**src/rtl/pc_fetch_ctrl.sv**
```systemverilog
// RV32I fetch controller: owns the PC, drives the instruction-memory request and
// presents one fetched word at a time to decode, with redirect and fault handling.
module pc_fetch_ctrl #(
    parameter logic [31:0] RESET_PC = 32'h0000_0000,
    parameter int unsigned MAX_WAIT = 15
) (
    input  logic        Clk,
    input  logic        Reset_n,
    input  logic        Redirect_valid,
    input  logic [31:0] Redirect_pc,
    output logic        Imem_req,
    output logic [31:0] Imem_addr,
    input  logic        Imem_ack,
    input  logic [31:0] Imem_rdata,
    output logic        Inst_valid,
    output logic [31:0] Inst,
    output logic [31:0] Inst_pc,
    input  logic        Inst_ready,
    output logic [31:0] Pc,
    output logic        Fault,
    output logic [1:0]  Fault_cause,
    input  logic        Fault_clear
);

    localparam int unsigned CNT_W = $clog2(MAX_WAIT + 1);
    localparam logic [CNT_W-1:0] CNT_LAST = CNT_W'(MAX_WAIT);

    localparam logic [1:0] FETCH = 2'd0;
    localparam logic [1:0] HOLD  = 2'd1;
    localparam logic [1:0] FAULT = 2'd2;

    localparam logic [1:0] CAUSE_NONE     = 2'b00;
    localparam logic [1:0] CAUSE_MISALIGN = 2'b01;
    localparam logic [1:0] CAUSE_TIMEOUT  = 2'b10;

    logic [1:0]       state;
    logic [CNT_W-1:0] wait_cnt;
    logic             redirect_ok;
    logic             redirect_bad;

    function automatic logic [31:0] pc_plus4(input logic [31:0] p);
        return p + 32'd4;
    endfunction

    assign redirect_ok  = Redirect_valid && (Redirect_pc[1:0] == 2'b00);
    assign redirect_bad = Redirect_valid && (Redirect_pc[1:0] != 2'b00);

    // Outputs decode registered state only, so they never glitch on inputs.
    assign Imem_req   = (state == FETCH);
    assign Inst_valid = (state == HOLD);
    assign Fault      = (state == FAULT);
    assign Imem_addr  = Pc;

    always_ff @(posedge Clk or negedge Reset_n) begin
        if (!Reset_n) begin
            state       <= FETCH;
            Pc          <= RESET_PC;
            Inst        <= 32'h0;
            Inst_pc     <= 32'h0;
            wait_cnt    <= '0;
            Fault_cause <= CAUSE_NONE;
        end else begin
            case (state)
                FETCH, HOLD: begin
                    // Redirect outranks ack, ready and timeout in both live states.
                    if (redirect_ok) begin
                        Pc       <= Redirect_pc;
                        wait_cnt <= '0;
                        state    <= FETCH;
                    end else if (redirect_bad) begin
                        Fault_cause <= CAUSE_MISALIGN;
                        state       <= FAULT;
                    end else if (state == FETCH) begin
                        if (Imem_ack) begin
                            Inst     <= Imem_rdata;
                            Inst_pc  <= Pc;
                            Pc       <= pc_plus4(Pc);
                            wait_cnt <= '0;
                            state    <= HOLD;
                        end else if (wait_cnt == CNT_LAST) begin
                            Fault_cause <= CAUSE_TIMEOUT;
                            state       <= FAULT;
                        end else begin
                            wait_cnt <= wait_cnt + 1'b1;
                        end
                    end else if (Inst_ready) begin
                        wait_cnt <= '0;
                        state    <= FETCH;
                    end
                end
                FAULT: begin
                    if (Fault_clear) begin
                        Pc          <= RESET_PC;
                        Fault_cause <= CAUSE_NONE;
                        wait_cnt    <= '0;
                        state       <= FETCH;
                    end
                end
                default: begin
                    state    <= FETCH;
                    wait_cnt <= '0;
                end
            endcase
        end
    end

endmodule

```
**config.mk**
```make
export PLATFORM = sky130hd
export DESIGN_NAME = pc_fetch_ctrl
export DESIGN_NICKNAME = d
export VERILOG_FILES = /design/src/rtl/pc_fetch_ctrl.sv
export SDC_FILE = /design/constraint.sdc
export NUM_CORES = 1
export LEC_CHECK = 0
export BUFFER_PORTS_ARGS = -buffer_cell sky130_fd_sc_hd__buf_2
export CAP_MARGIN = 30
export CORE_ASPECT_RATIO = 1.4
export CORE_UTILIZATION = 45
export CTS_BUF_LIST = sky130_fd_sc_hd__clkbuf_8 sky130_fd_sc_hd__clkbuf_16
export CTS_CLUSTER_DIAMETER = 80
export DETAILED_ROUTE_END_ITERATION = 10
export PLACE_DENSITY_LB_ADDON = 0.05
export SLEW_MARGIN = 20
export SYNTH_ARGS = -nofsm -noshare
export SYNTH_HDL_FRONTEND = slang
export SYNTH_SLANG_ARGS = --single-unit
```
**constraint.sdc**
```tcl
create_clock -name Clk -period 5.6 [get_ports Clk]
set_clock_uncertainty 0.05 [all_clocks]
set_input_delay 1.12 -clock Clk [delete_from_list [all_inputs] [get_ports Clk]]
set_output_delay 1.12 -clock Clk [all_outputs]
set_load 0.005 [all_outputs]
```
==> results by group <==
Route
  – Routed wire length: roughly 14000 um
  – DR DRC count: 0
  – Vias after detailed routing: between 4000 and 5000
  – Wirelength per Cell: roughly 15 um
  – Drt pass-1 iters: 5
  – Final ANT Viol Nets: 0
  – Avg Vias per Cell: roughly 5.2
  – DR iter-0 viols: a little over 300

Worst setup path
  – Worst Path Required: 5.78 ns
  – Worst path buffer plus inverter count: 2
  – Slowest cell on crit path: nor4b_4
  – R2R cell count: 7
  – Critical path depth in cells: 7
  – Setup Crit Path Kind: input pin to flop
  – Worst EP arrival: roughly 2.9 ns
  – Worst path cell trace: buf_2 > nor4b_4 > nor2_1 > buf_4 > nand2_1 > o21ai_0 > a221o_1
  – CP Max Fanout: 19
  – Delay-heaviest family, CP: simple AND/OR/NAND/NOR gates
  – Reg2Reg Capture Point: Imem_addr[13]$_DFFE_PN0P_
  – Crit path to: Imem_addr[13]$_DFFE_PN0P_
  – CP endpoint kind: flop
  – Max incr delay on CP: 0.77 ns
  – Crit start category: input pin
  – Crit path from: Redirect_pc[0]
  – Worst flop-to-flop path startpoint: state[1]$_DFFE_PN0P_
  – Flop-to-flop setup slack: approximately 3.2 ns

Logic synthesis
  – Netlist cell types: 57
  – Post-Syn Area: about 5100 um2
  – Flops & latches, synth: between 100 and 150
  – Yosys top cell by area: dfrtp_1
  – FFs w/ async S/R, synth: 1.00
  – Count leader, synth: nand2_1
  – Ys flop type: dfrtp_1
  – Post-synth top cells: nand2_1 (204), dfrtp_1 (104), nand3_1 (35)
  – Seq/Total Area, Yosys: 0.510
  – Top post-synthesis cells by area: dfrtp_1 (51%), nand2_1 (15%), buf_4 (4.9%)
  – Syn Area/Cell: 8.69 um2
  – Yosys top cell area share: 0.510
  – Number of synthesized flops with an enable pin: 0
  – YS warnings: 0
  – Synthesized Nets: approximately 660
  – Mapped Cells: ~590

Die
  – Initial Util: 0.467
  – Row count: 45
  – IO Pins: slightly above 200
  – Die Wd: slightly above 90 um
  – Full die area: between 10000 and 15000 um2
  – Die height: about 130 um
  – Total core area: roughly 11000 um2

Pwr
  – Clock share of power: 0.260
  – Switching power: 0.781 mW
  – Maximum VDD drop: between 150 and 200 uV
  – Sw frac: 0.337
  – Pwr Density: roughly 370 nW/um2
  – Leak Pwr: approximately 3.4 nW
  – Internal power: about 1.5 mW
  – Combinational power share: 0.259
  – Power share of the sequential group: 0.481

STA
  – Setup ws final: just under 3 ns
  – Setup TNS: 0 ns
  – Measured slew at the worst slew-check pin: ~0.84 ns
  – Final worst-path cycle share: 0.481
  – Post-route minimum period: between 2 and 3 ns
  – Unrepaired setup endpoints after global routing: no
  – Highest Clock Rate: 371 MHz
  – Relative slew slack: 0.436
  – Final Hold Vio Count: 0
  – WHS: around 0.42 ns
  – Setup violations, final: 0
  – Final Max Tran Viols: 0

Worst hold path
  – Min-Delay Path Class: flop to flop

Clock tree
  – Setup Buffers After CTS: 0
  – Skew-Pair Late Insertion Delay: ~0.35 ns
  – Clock Sinks: approximately 100
  – Clock root buffer: clkbuf_16
  – CTS resizes: 0
  – H-tree levels: 3
  – Inserted Clock Buffers: 9
  – CTS Hold Bufs: 0
  – Bufs on Longest Clock Path: 2
  – CTS tree: built
  – Worst-path clk slew: 0.07 ns

Place
  – Routability Congestion: between 0.7 and 0.8
  – IO buf count: a little over 200
  – Dpl cell area: 5990 um2
  – Final HPWL DP: between 9000 and 10000 um
  – Place WS: ~2.5 ns

Final layout
  – Register area: around 2600 um2
  – Fin util: 0.577
  – # fillers: about 1000
  – Multi-input gate area: about 2100 um2
  – Fin area: roughly 6300 um2
  – Area growth, synth to finish: 23.7%
  – Share of cells above drive strength 1: 0.323
  – Nets: 816

Global routing
  – Global route overflow: 0
  – Vias in the first global route: just over 4000
  – Gr usage total: 0.229
  – Largest net degree at the start of global routing: 74
  – First-pass GRT wire length: ~21000 um
  – Initial antenna violation count: 1

Outcome
  – Status: finished, final reports clean

Job
  – Max cap viols: 0
## final cells by class
cell class,count,share of cell area
clock inverters,6,0.00694
flip-flops and latches,104,0.413
diodes,2,0.000794
repair buffers,211,0.175
multi-input cells,412,0.335
well taps,141,0.0280
clock buffers,10,0.0379
inverters,6,0.00357
## registers in the layout, indices dropped and copies added, names as in the netlist
name         cells
Fault_cause      2
Imem_addr       32
state            2
Inst            32
wait_cnt         4
Inst_pc         32
## cells in the final DEF (no fill, tap or decap), types with 4 or more instances in the layout
cell type	Yosys	layout
a31oi_1	8	8
a21oi_1	13	13
nor3_1	7	7
buf_2	6	202
buf_4	33	7
nor4_1	4	4
nand4_1	13	13
clkbuf_16	0	9
xor2_1	6	6
dfrtp_1	104	104
nand2_1	204	204
a22oi_1	5	5
o22ai_1	4	4
o21ai_0	30	30
and3_1	5	5
nor2_1	28	28
inv_1	6	7
nand3_1	35	34
## worst min-delay path by stage
stage	from	to	slack, ns	cells after the start
6_report	Inst_pc[25]$_DFFE_PN0P_	Inst_pc[25]$_DFFE_PN0P_	0.42	1
5_1_grt	Inst_pc[30]$_DFFE_PN0P_	Inst_pc[30]$_DFFE_PN0P_	0.44	2
4_1_cts	Inst[20]$_DFFE_PN0P_	Inst[20]$_DFFE_PN0P_	0.42	2
3_5_place_dp	Inst[20]$_DFFE_PN0P_	Inst[20]$_DFFE_PN0P_	0.41	2
3_3_place_gp	Inst[0]$_DFFE_PN0P_	Inst[0]$_DFFE_PN0P_	0.40	2
2_1_floorplan	wait_cnt[3]$_DFFE_PN0P_	wait_cnt[3]$_DFFE_PN0P_	0.40	1
## through the flow
| step | cells | total power, mW |
|---|---|---|
| 4_1_cts | 888 | 2.34 |
| 6_report | 892 | 2.32 |
| 5_1_grt | 891 | 2.46 |
| 3_3_place_gp | 871 | 1.71 |
| 2_1_floorplan | 587 | 1.44 |
| 3_5_place_dp | 872 | 1.73 |
## power groups by stage
stage               clock network, mW  registers, mW  logic, mW
floorplan                           0           1.10      0.339
global placement                    0           1.12      0.591
detailed placement                  0           1.13      0.608
CTS                             0.616           1.11      0.610
global route                    0.640           1.14      0.681
finish                          0.602           1.11      0.601
## kinds of logic (layout without fill, tap and decap cells)
| group | Yosys count | after routing | share of synthesized area |
|---|---|---|---|
| flip-flops | 104 | 104 | 0.510 |
| adder cells (fa/ha/maj) | 2 | 2 | 0.00491 |
| buffers and inverters | 71 | 233 | 0.0815 |
| XOR/XNOR | 6 | 6 | 0.0103 |
| AND/OR/NAND/NOR | 321 | 321 | 0.290 |
| AO/OA/AOI/OAI | 81 | 81 | 0.0991 |
| other | 0 | 2 | 0 |
| multiplexers | 2 | 2 | 0.00393 |
## layer usage
layer,vias to the layer above,track usage,share of wire
met3,8,0.0350,0.059
met5,-,0,0
met2,164,0.371,0.49
li1,2272,-,-
met1,2229,0.314,0.44
met4,0,0.0790,0.0093
No activity file was read; power rests on OpenSTA's default activity.
